==> src/rtl/mover_sequencer.sv <==
// Sequences DataMover S2MM then MM2S commands over a linear address range with per-channel status checking.
// First cmd_tvalid 1 cycle after start; cmd_tvalid/tdata held under cmd_tready backpressure; sts_tready always 1.
module mover_sequencer #(
    parameter int ADDR_W   = 32,
    parameter int MAX_OUT  = 4,
    parameter int CNT_W    = 24,
    parameter int RST_HOLD = 16
) (
    input  logic                 clk,
    input  logic                 reset,
    input  logic                 start,
    input  logic [1:0]           cfg_mode,
    input  logic [ADDR_W-1:0]    cfg_base,
    input  logic [22:0]          cfg_btt,
    input  logic [CNT_W-1:0]     cfg_ncmd,
    output logic                 busy,
    output logic                 done,
    output logic                 error,
    output logic [7:0]           err_sts,
    output logic                 s2mm_aresetn,
    output logic                 mm2s_aresetn,
    output logic [ADDR_W+39:0]   s2mm_cmd_tdata,
    output logic                 s2mm_cmd_tvalid,
    input  logic                 s2mm_cmd_tready,
    input  logic [7:0]           s2mm_sts_tdata,
    input  logic                 s2mm_sts_tvalid,
    output logic                 s2mm_sts_tready,
    output logic [ADDR_W+39:0]   mm2s_cmd_tdata,
    output logic                 mm2s_cmd_tvalid,
    input  logic                 mm2s_cmd_tready,
    input  logic [7:0]           mm2s_sts_tdata,
    input  logic                 mm2s_sts_tvalid,
    output logic                 mm2s_sts_tready
);
    typedef enum logic [2:0] {IDLE, WR_RUN, WR_DRAIN, RD_RUN, RD_DRAIN, FINISH} state_t;

    localparam int HOLD_W = $clog2(2 * RST_HOLD + 1);
    localparam logic [HOLD_W-1:0] HOLD_A = HOLD_W'(RST_HOLD);
    localparam logic [HOLD_W-1:0] HOLD_F = HOLD_W'(2 * RST_HOLD);
    localparam logic [3:0] MAX_OUT_L = 4'(MAX_OUT);

    state_t              state, state_nxt;
    logic [HOLD_W-1:0]   hold_cnt;
    logic [1:0]          mode_q;
    logic [22:0]         btt_q;
    logic [CNT_W-1:0]    ncmd_q, issued_q;
    logic [ADDR_W-1:0]   base_q, addr_q;
    logic [3:0]          outst_q, rcvd_q;
    logic                pend_q, error_q, done_q;
    logic [7:0]          err_sts_q;

    logic rd_phase, in_run, active, ready, start_ok;
    logic cmd_vld, cmd_rdy, accept, sts_vld, sts_bad;
    logic [7:0] sts_dat;
    logic [ADDR_W+39:0] cmd_word;

    assign ready    = (hold_cnt == HOLD_F);
    assign start_ok = (state == IDLE) && start && ready;
    assign rd_phase = (state == RD_RUN) || (state == RD_DRAIN);
    assign in_run   = (state == WR_RUN) || (state == RD_RUN);
    assign active   = in_run || (state == WR_DRAIN) || (state == RD_DRAIN);

    // pend_q keeps a presented command alive after an error so tvalid never retracts
    assign cmd_vld = (in_run && (issued_q < ncmd_q) && (outst_q < MAX_OUT_L) && !error_q) || pend_q;
    assign cmd_rdy = rd_phase ? mm2s_cmd_tready : s2mm_cmd_tready;
    assign accept  = cmd_vld && cmd_rdy;
    assign sts_vld = active && (rd_phase ? mm2s_sts_tvalid : s2mm_sts_tvalid);
    assign sts_dat = rd_phase ? mm2s_sts_tdata : s2mm_sts_tdata;
    assign sts_bad = sts_vld && ((outst_q == 4'd0) || !sts_dat[7] ||
                                 (sts_dat[6:4] != 3'b000) || (sts_dat[3:0] != rcvd_q));
    assign cmd_word = {4'b0000, issued_q[3:0], addr_q, 8'h00, 1'b1, btt_q};

    assign s2mm_cmd_tdata  = cmd_word;
    assign mm2s_cmd_tdata  = cmd_word;
    assign s2mm_cmd_tvalid = cmd_vld && !rd_phase;
    assign mm2s_cmd_tvalid = cmd_vld && rd_phase;
    assign s2mm_sts_tready = 1'b1;
    assign mm2s_sts_tready = 1'b1;
    assign s2mm_aresetn    = (hold_cnt >= HOLD_A);
    assign mm2s_aresetn    = (hold_cnt >= HOLD_A);
    assign busy    = (state != IDLE);
    assign done    = done_q;
    assign error   = error_q;
    assign err_sts = err_sts_q;

    always_comb begin
        state_nxt = state;
        case (state)
            IDLE: begin
                if (start_ok) begin
                    if ((cfg_btt == 23'd0) || (cfg_ncmd == '0)) state_nxt = FINISH;
                    else if (cfg_mode == 2'd1)                  state_nxt = RD_RUN;
                    else                                        state_nxt = WR_RUN;
                end
            end
            WR_RUN: begin
                if (sts_bad || (accept && (issued_q + CNT_W'(1) == ncmd_q))) state_nxt = WR_DRAIN;
            end
            RD_RUN: begin
                if (sts_bad || (accept && (issued_q + CNT_W'(1) == ncmd_q))) state_nxt = RD_DRAIN;
            end
            WR_DRAIN: begin
                if ((outst_q == 4'd0) && !pend_q)
                    state_nxt = (mode_q[1] && !error_q && !sts_bad) ? RD_RUN : FINISH;
            end
            RD_DRAIN: begin
                if ((outst_q == 4'd0) && !pend_q) state_nxt = FINISH;
            end
            FINISH:  state_nxt = IDLE;
            default: state_nxt = IDLE;
        endcase
    end

    always_ff @(posedge clk) begin
        if (reset) begin
            state     <= IDLE;
            hold_cnt  <= '0;
            mode_q    <= 2'd0;
            btt_q     <= 23'd0;
            ncmd_q    <= '0;
            base_q    <= '0;
            addr_q    <= '0;
            issued_q  <= '0;
            outst_q   <= 4'd0;
            rcvd_q    <= 4'd0;
            pend_q    <= 1'b0;
            error_q   <= 1'b0;
            err_sts_q <= 8'h00;
            done_q    <= 1'b0;
        end else begin
            state  <= state_nxt;
            done_q <= (state == FINISH);
            if (hold_cnt != HOLD_F) hold_cnt <= hold_cnt + HOLD_W'(1);
            if (start_ok) begin
                mode_q    <= cfg_mode;
                btt_q     <= cfg_btt;
                ncmd_q    <= cfg_ncmd;
                base_q    <= cfg_base;
                addr_q    <= cfg_base;
                issued_q  <= '0;
                outst_q   <= 4'd0;
                rcvd_q    <= 4'd0;
                pend_q    <= 1'b0;
                error_q   <= (cfg_btt == 23'd0);
                err_sts_q <= 8'h00;
            end else begin
                if ((state == WR_DRAIN) && (state_nxt == RD_RUN)) begin
                    addr_q   <= base_q;
                    issued_q <= '0;
                    rcvd_q   <= 4'd0;
                    outst_q  <= 4'd0;
                end else begin
                    if (accept) begin
                        issued_q <= issued_q + CNT_W'(1);
                        addr_q   <= addr_q + ADDR_W'(btt_q);
                    end
                    if (sts_vld) rcvd_q <= rcvd_q + 4'd1;
                    case ({accept, sts_vld && (outst_q != 4'd0)})
                        2'b10:   outst_q <= outst_q + 4'd1;
                        2'b01:   outst_q <= outst_q - 4'd1;
                        default: outst_q <= outst_q;
                    endcase
                end
                pend_q <= cmd_vld && !cmd_rdy;
                if (sts_bad && !error_q) begin
                    error_q   <= 1'b1;
                    err_sts_q <= sts_dat;
                end
            end
        end
    end
endmodule

==> config.mk <==
export PLATFORM = sky130hd
export DESIGN_NAME = mover_sequencer
export DESIGN_NICKNAME = d
export VERILOG_FILES = /design/src/rtl/mover_sequencer.sv
export SDC_FILE = /design/constraint.sdc
export NUM_CORES = 1
export LEC_CHECK = 0
export BUFFER_PORTS_ARGS = -buffer_cell sky130_fd_sc_hd__clkbuf_2
export CAP_MARGIN = 20
export CORE_ASPECT_RATIO = 2
export CORE_UTILIZATION = 40
export CTS_CLUSTER_SIZE = 25
export DETAILED_ROUTE_END_ITERATION = 10
export HOLD_SLACK_MARGIN = 0.1
export PLACE_DENSITY = 0.59
export RECOVER_POWER = 100
export SYNTH_ARGS = -nofsm -noshare
export SYNTH_HDL_FRONTEND = slang
export SYNTH_SLANG_ARGS = --single-unit
==> constraint.sdc <==
create_clock -name clk -period 6 [get_ports clk]
set_input_delay 1.2 -clock clk [delete_from_list [all_inputs] [get_ports clk]]
set_output_delay 1.2 -clock clk [all_outputs]
set_load 0.02 [all_outputs]
==> summary.md, run 1 <==
| Metric | Value |
|---|---|
| Post-synth ARST share | 0% |
| Largest net degree at the start of global routing | 62 |
| Multi-input logic area | 0.00619 mm^2 |
| Crit. End Element | flip-flop |
| Most common cell after layout, fill and taps aside | nand2_1 |
| Top-area cell type share of the netlist area | 31.2% |
| Mapped Area | 0.0105 mm^2 |
| DIE WIDTH | 117 um |
| CTS H-tree depth | 4 |
| Compound-gate portion of the synthesized area | 20.9% |
| Num rows | 83 |
| Vias in the first global route | 9743 |
| Synthesized flop and latch total | 164 |
| Post-CTS sizing | 0 |
| Number of clock sinks | 164 |
| Cell taking the most area after synthesis | dfxtp_1 |
| Die area | 0.0270 mm^2 |
| Slew headroom | -91.6% |
| YS warnings | 0 |
| Worst slack at placement | 1.95 ns |
| RSZ-0062 raised after global routing | false |
| Sw Ratio | 23.4% |
| Ports | 265 |
| Hold slack | 0.455 ns |
| First-pass GRT wire length | 51.1 mm |
| Final GP Congestion | 0.922 |
| GRT Util Overall | 25.2% |
| Max_cap viols | 2 |
| Final Worst Setup Slack | 1.07 ns |
| Worst VDD drop | 205 uV |
| Main combinational cell family by area after synthesis | simple AND/OR/NAND/NOR gates |
| WS Path Type | input port to flip-flop |
| Post-synth EDFFs | 0 |
| DRT Wirelength | 33.4 mm |
| # hold bufs at CTS | 0 |
| Filler Cells Inserted | 2820 |
| Final worst clock skew | 0.00694 ns |
| CP Launch Type | input port |
| CTS root buffer | clkbuf_16 |
| Failing checks | capacitance limit, slew limit |
| Worst-path clk slew | 0.06 ns |
| Register area | 0.00328 mm^2 |
| CP arrival | 5.27 ns |
| Sequential area share after synthesis | 31.2% |
| Total core area | 0.0258 mm^2 |
| Clock power frac | 49.1% |
| Sw Pwr | 550 uW |
| Synth Area in Adders | 6.90% |
| Vias/cell | 5.49 |
| Syn_area_per_cell | 7.78 um^2 |
| Multiplexer share of the synthesized area | 1.34% |
| Grt total ovfl | 0 |
| Unique masters post-synth | 79 |
| Synth-to-layout area growth | 11.7% |
| Final Hold Fails | 0 |
| Top_reg_cell synth | dfxtp_1 |
| Reg power frac | 46.5% |
| Data required, critical path | 6.35 ns |
| Status | finished, violations left |
| Post-CTS Setup Inserts | 0 |
| Hpwl dp | 24.9 mm |
| DR iter-0 viols | 469 |
| I/O Buffers | 236 |
| CTS Buffer Depth | 2 |
| Area fraction in and, or, nand and nor cells after synthesis | 22.0% |
| Detail Route Antenna Nets | 0 |
| P_leak | 4.39 nW |
| Nets | 1637 |
| Ranking of synthesized cells by area | dfxtp_1, nand2_1, buf_4 |
| P_int | 1.80 mW |
| FMAX | 203 MHz |
| DR vias | 10000 |
| Max Fanout on Critical Path | 61 |
| Most frequent cells in the layout | nand2_1, dfxtp_1, a21oi_1 |
| TritonRoute pass-1 iters | 5 |
| Setup TNS | 0 ns |
| CTS tree | done |
| Final period util | 82.1% |
| Initial antenna violation count | 2 |
| Die height | 231 um |
| Worst hold path class | flip-flop to flip-flop |
| Slew Limit Fails | 116 |
| Share of cells above drive strength 1 | 10.9% |
| Overall Power | 2.35 mW |
| Logic gate share of total power | 4.4% |
| Initial Util | 40.9% |
| # DRC | 0 |
| Routed length per placed instance | 18.2 um |
| CTS Buf Count | 17 |
| Clk_lat worst skew | 0.45 ns |
| Final setup viols | 0 |
| Fin util | 45.6% |
| Pwr dens | 200 mW/mm^2 |
| Minimum clock period | 4.93 ns |
| XOR/XNOR Fraction of Synth Area | 6.41% |
| Measured slew at the worst slew-check pin | 2.87 ns |
| Cells after Synth | 1353 |
power groups by stage:
stage               combinational, mW  clock, mW  sequential, mW
CTS                             0.104       1.18            1.09
global route                    0.112       1.22            1.09
global placement                0.103          0            1.12
floorplan                      0.0586          0            1.12
finish                          0.103       1.15            1.09
detailed placement              0.104          0            1.12
state kept, by name, summed over array words and instances, names as in the netlist:
| register | count |
|---|---|
| addr_q | 32 |
| base_q | 32 |
| btt_q | 23 |
| done | 1 |
| err_sts | 8 |
| error | 1 |
| hold_cnt | 6 |
| issued_q | 24 |
| mode_q | 1 |
| ncmd_q | 24 |
| outst_q | 4 |
| pend_q | 1 |
| rcvd_q | 4 |
| state | 3 |
metrics by stage:
step | instances | cell area, um^2
floorplan | 1379 | 10600
global placement | 1797 | 11300
detailed placement | 1798 | 11300
CTS | 1830 | 11900
global route | 1832 | 11800
finish | 1832 | 11800
area by class of cell:
type                            instances  area share (%)
Multi-Input combinational cell       1004            52.7
Clock buffer                           19            3.85
Clock inverter                         13            1.33
Antenna cell                            2          0.0426
Timing Repair Buffer                  245            9.07
Tap cell                              340            3.62
Sequential cell                       164            27.9
Inverter                               45            1.44
logic make-up (layout without fill, tap and decap cells):
logic type                 Yosys count  count (layout)
adders and majority gates           57              57
other                                2              30
and+or+nand+nor                    493             493
xor gates and xnor gates            77              77
buffers and inverters              211             322
AOI/OAI and AO/OA                  335             335
muxes                               14              14
DFF                                164             164
Yosys cell counts, types with 4 or more instances:
master and instances:
nand2_1 225, dfxtp_1 164, a21oi_1 140, buf_4 96
nor2_1 95, ha_1 54, clkbuf_1 50, xnor2_1 46
inv_1 44, o21ai_0 38, nand3_1 36, xor2_1 31
nor3_1 22, nor4_1 18, a31oi_1 16, nand2b_1 16
a21boi_0 13, mux2i_1 13, and3_1 11, buf_1 11
nor2b_1 10, a211oi_1 9, a221o_1 9, and4_1 9
o21a_1 9, o22ai_1 9, a221oi_1 8, buf_2 8
nand4_1 8, a311oi_1 7, nor3b_1 7, or3_1 7
a21o_1 6, a222oi_1 6, and2_1 6, o2111ai_1 6
o211ai_1 6, o221ai_1 5, o311ai_0 5, or2_2 5
a22oi_1 4, nand3b_1 4, o211a_1 4, o31ai_1 4
critical path, cell delays in order:
cell	delay, ns
clkbuf_1	0.17
clkbuf_1	2.04
clkbuf_2	1.30
o22ai_1	0.22
a31o_2	0.27
final timing paths:
check	from	end	slack, ns	depth (start not counted)
max	reset	addr_q[27]$_SDFFE_PP0P_	1.07	5
max reg2reg	state[1]$_SDFF_PP0_	addr_q[6]$_SDFFE_PP0P_	1.60	5
min	base_q[7]$_SDFFE_PP0P_	base_q[7]$_SDFFE_PP0P_	0.46	2
min reg2reg	base_q[7]$_SDFFE_PP0P_	base_q[7]$_SDFFE_PP0P_	0.46	2
layer usage:
layer	GRT usage (%)	part of all wire [%]	routed length [um]
met5	0	0	0
met4	17.6	6.0	2020
met3	4.65	4.0	1350
met2	48.2	55	18400
met1	23.1	35	11600
(Power assumes the default switching activity.)
==> run 2: changes to the inputs <==
--- a/config.mk
+++ b/config.mk
@@ -5,6 +5,7 @@
 export SDC_FILE = /design/constraint.sdc
 export NUM_CORES = 1
 export LEC_CHECK = 0
+export ABC_AREA = 1
 export BUFFER_PORTS_ARGS = -buffer_cell sky130_fd_sc_hd__clkbuf_2
 export CAP_MARGIN = 20
 export CORE_ASPECT_RATIO = 2
@@ -12,7 +13,7 @@
 export CTS_CLUSTER_SIZE = 25
 export DETAILED_ROUTE_END_ITERATION = 10
 export HOLD_SLACK_MARGIN = 0.1
-export PLACE_DENSITY = 0.59
+export PLACE_DENSITY = 0.61
 export RECOVER_POWER = 100
 export SYNTH_ARGS = -nofsm -noshare
 export SYNTH_HDL_FRONTEND = slang
==> constraint.sdc (replaced) <==
create_clock -name clk -period 4.35 [get_ports clk]
set_input_delay 0.87 -clock clk [delete_from_list [all_inputs] [get_ports clk]]
set_output_delay 0.87 -clock clk [all_outputs]
set_load 0.02 [all_outputs]
==> summary.md, run 2 <==
| Metric | Value |
|---|---|
| Number of clock sinks | 164 (unchanged) |
| Vias in the first global route | 10700 (+10%) |
| Final Hold Fails | 0 (unchanged) |
| Synth-to-layout area growth | 11.5% |
| CP Launch Type | flip-flop |
| Final GP Congestion | 1.02 (+10%) |
| Unique masters post-synth | 45 (-43%) |
| Cells on worst reg2reg path | 15 (+10) |
| TritonRoute pass-1 iters | 5 (unchanged) |
| Data required, critical path | 4.74 ns (-1.61 ns) |
| Die area | 0.0279 mm^2 (+3.4%) |
| Worst Path Buf+Inv | 3 (unchanged) |
| CTS H-tree depth | 4 (unchanged) |
| Measured slew at the worst slew-check pin | 1.46 ns (-1.41 ns) |
| First-pass GRT wire length | 56.6 mm (+11%) |
| Met3 Use GR | 4.24% (-0.42 points) |
| DIE WIDTH | 119 um (+1.7%) |
| CTS Buffer Depth | 2 (unchanged) |
| Sw Ratio | 24.6% (+1.2 points) |
| Vias/cell | 5.16 (-5.9%) |
| Fin util | 45.3% (-0.30 points) |
| Post-synth EDFFs | 0 (unchanged) |
| Slew Limit Fails | 0 (-100%) |
| Largest net degree at the start of global routing | 74 (+19%) |
| Total core area | 0.0268 mm^2 (+4.1%) |
| Final worst clock skew | 0.0162 ns (+0.00931 ns) |
| GRT Util Overall | 26.4% (+1.2 points) |
| Status | finished, final reports clean |
| CTS Buf Count | 17 (unchanged) |
| Clk_lat worst skew | 0.46 ns (about the same) |
| Crit path launch | ncmd_q[11]$_SDFFE_PP0P_ |
| Mapped Area | 0.0109 mm^2 (+3.5%) |
| Die height | 235 um (+1.7%) |
| Logic gate share of total power | 4.3% (about the same) |
| Top_reg_cell synth | dfxtp_1 |
| Detail Route Antenna Nets | 0 (unchanged) |
| Ranking of synthesized cells by area | dfxtp_1, nand2_1, a21oi_1 |
| Largest registers | addr_q (32), base_q (32) |
| Multiplexer share of the synthesized area | 0% (-1.3 points) |
| Critical-path cell list | inv_1, ha_1, nand2_1, nor2_1, nand4_1, a21oi_1, nor2_1, nand4_1, a21oi_2, nor2_2, buf_4, nand2_2, inv_1, nor2_1, a21oi_1 |
| RSZ-0062 raised after global routing | false |
| # hold bufs at CTS | 0 (unchanged) |
| Critical Path Stages | 15 (+10) |
| Pwr dens | 264 mW/mm^2 (+32%) |
| WS Path Type | flip-flop to flip-flop |
| Worst stage delay on the critical path | 0.79 ns (-1.25 ns) |
| Nets | 1975 (+21%) |
| Sequential area share after synthesis | 30.2% (-1.1 points) |
| Initial Util | 40.6% (-0.23 points) |
| Worst-path clk slew | 0.07 ns (about the same) |
| Max Fanout on Critical Path | 17 (-72%) |
| Grt total ovfl | 0 (unchanged) |
| DR iter-0 viols | 625 (+33%) |
| # DRC | 0 (unchanged) |
| XOR/XNOR Fraction of Synth Area | 2.73% (-3.7 points) |
| Syn_area_per_cell | 6.50 um^2 (-16%) |
| Ports | 265 (unchanged) |
| Synth top cells by count | nand2_1, a21oi_1, dfxtp_1, inv_1, nor2_1 |
| Filler Cells Inserted | 2998 (+6.3%) |
| Compound-gate portion of the synthesized area | 14.1% (-6.8 points) |
| Worst VDD drop | 276 uV (+34%) |
| Synth Area in Adders | 6.57% (-0.32 points) |
| Final period util | 91.7% |
| Initial antenna violation count | 0 (-2) |
| Most numerous cell in the Yosys netlist | nand2_1 |
| Max_cap viols | 0 (-2) |
| FMAX | 251 MHz |
| Most common cell after layout, fill and taps aside | nand2_1 |
| CP endpoint | addr_q[0]$_SDFFE_PP0P_ |
| Sw Pwr | 788 uW (+43%) |
| Worst r2r src | ncmd_q[11]$_SDFFE_PP0P_ |
| I/O Buffers | 236 (unchanged) |
| Clock power frac | 48.7% (-0.4 points) |
| Area fraction in and, or, nand and nor cells after synthesis | 31.8% (+9.8 points) |
| Minimum clock period | 3.99 ns |
| DR vias | 11200 (+12%) |
| Synthesized flop and latch total | 164 (unchanged) |
| Reg power frac | 47.0% (+0.5 points) |
| Cells after Synth | 1674 (+24%) |
| Worst hold path class | flip-flop to flip-flop |
| Post-CTS Setup Inserts | 0 (unchanged) |
| Post-CTS sizing | 0 (unchanged) |
| Share of cells above drive strength 1 | 9.79% (-1.1 points) |
| FF-to-FF setup slack | 0.36 ns (-1.24 ns) |
| Cell taking the most area after synthesis | dfxtp_1 |
| CTS tree | done |
| CP arrival | 4.38 ns (-0.89 ns) |
| Crit. End Element | flip-flop |
| Met2 Usage GRT | 52.4% (+4.3 points) |
| GR peak layer | met2 |
| Num rows | 85 (+2.4%) |
| Routed length per placed instance | 16.8 um (-7.8%) |
| Most frequent cells in the layout | nand2_1, a21oi_1, dfxtp_1 |
| Top-area cell type share of the netlist area | 30.2% (-1.1 points) |
| Hpwl dp | 27.9 mm (+12%) |
| Top cell by count, worst path | nor2_1 |
| Final setup viols | 0 (unchanged) |
| Slew headroom | 2.69% (+94 points) |
| DRT Wirelength | 36.6 mm (+9.6%) |
| RR Endpoint | addr_q[0]$_SDFFE_PP0P_ |
| Slowest-stage cell, CP | nor2_2 |
| Setup TNS | 0 ns (unchanged) |
| P_leak | 5.26 nW (+20%) |
| Top delay family on crit path | simple AND/OR/NAND/NOR gates |
| Post-synth ARST share | 0% (unchanged) |
| Main combinational cell family by area after synthesis | simple AND/OR/NAND/NOR gates |
| CTS root buffer | clkbuf_16 |
| P_int | 2.42 mW (+34%) |
| YS warnings | 0 (unchanged) |
| Met1 GRT Util | 24.8% (+1.7 points) |
[run 2: stage by stage]
stage / hold WS, ns / instances / area, um^2 / setup WS, ns / power [mW]
after detailed placement: 0.451 / 2144 / 11800 / 0.400 / 1.68
final: 0.456 / 2177 / 12100 / 0.361 / 3.20
after CTS: 0.460 / 2176 / 12300 / 0.456 / 3.23
after global routing: 0.484 / 2176 / 12100 / 0.103 / 3.31
after global placement: 0.441 / 2144 / 11800 / 0.347 / 1.68
after floorplan: 0.430 / 1700 / 11000 / 0.959 / 1.62
[run 2: final cells by class]
class                   instances  area (um^2)  area share (%)
well taps                     348          435            3.58
repair buffers                252         1130            9.34
clock buffers                  18          439            3.62
multi-input cells            1223         6110            50.3
inverters                     157          589            4.85
clock inverters                14          154            1.27
diodes                          1         2.50          0.0206
flip-flops and latches        164         3280            27.0
[run 2: cells by family (layout without fill, tap and decap cells)]
logic type,Yosys count,count (layout)
buffers and inverters,313,441
adder cells (fa/ha/maj),56,56
other,2,29
flip-flops,164,164
AO/OA/AOI/OAI,290,290
XOR/XNOR,34,34
AND/OR/NAND/NOR,815,815
[run 2: per-layer routing]
layer / up-vias / share of wire [%] / wire, um
met5: - / 0 / 0
met4: 0 / 5.5 / 2030
met3: 86 / 4.2 / 1530
met2: 357 / 56 / 20400
met1: 5158 / 34 / 12600
li1: 5641 / - / -
[run 2: power by group through the flow]
stage	Clock (mW)	Sequential, mW	Combinational, mW
2_1_floorplan	0	1.54	0.0841
3_5_place_dp	0	1.54	0.139
3_3_place_gp	0	1.54	0.139
5_1_grt	1.66	1.50	0.153
6_report	1.56	1.50	0.139
4_1_cts	1.59	1.50	0.140
[run 2: how the worst min path moves through the flow]
stage          cells after the start                     from                 endpoint  slack (ns)
2_1_floorplan                      2   mode_q[1]$_SDFFE_PP0P_   mode_q[1]$_SDFFE_PP0P_        0.43
3_3_place_gp                       2  outst_q[0]$_SDFFE_PP0P_  outst_q[0]$_SDFFE_PP0P_        0.44
3_5_place_dp                       2  outst_q[0]$_SDFFE_PP0P_  outst_q[0]$_SDFFE_PP0P_        0.45
4_1_cts                            2  outst_q[0]$_SDFFE_PP0P_  outst_q[0]$_SDFFE_PP0P_        0.46
5_1_grt                            2  outst_q[0]$_SDFFE_PP0P_  outst_q[0]$_SDFFE_PP0P_        0.48
6_report                           2  outst_q[0]$_SDFFE_PP0P_  outst_q[0]$_SDFFE_PP0P_        0.46
[run 2: worst min-delay path: cells and delay by family, from the launching register on]
family / cells / cell delay [ns]
AO/OA/AOI/OAI: 1 / 0.05
flip-flops: 1 / 0.31
AND/OR/NAND/NOR: 1 / 0.05
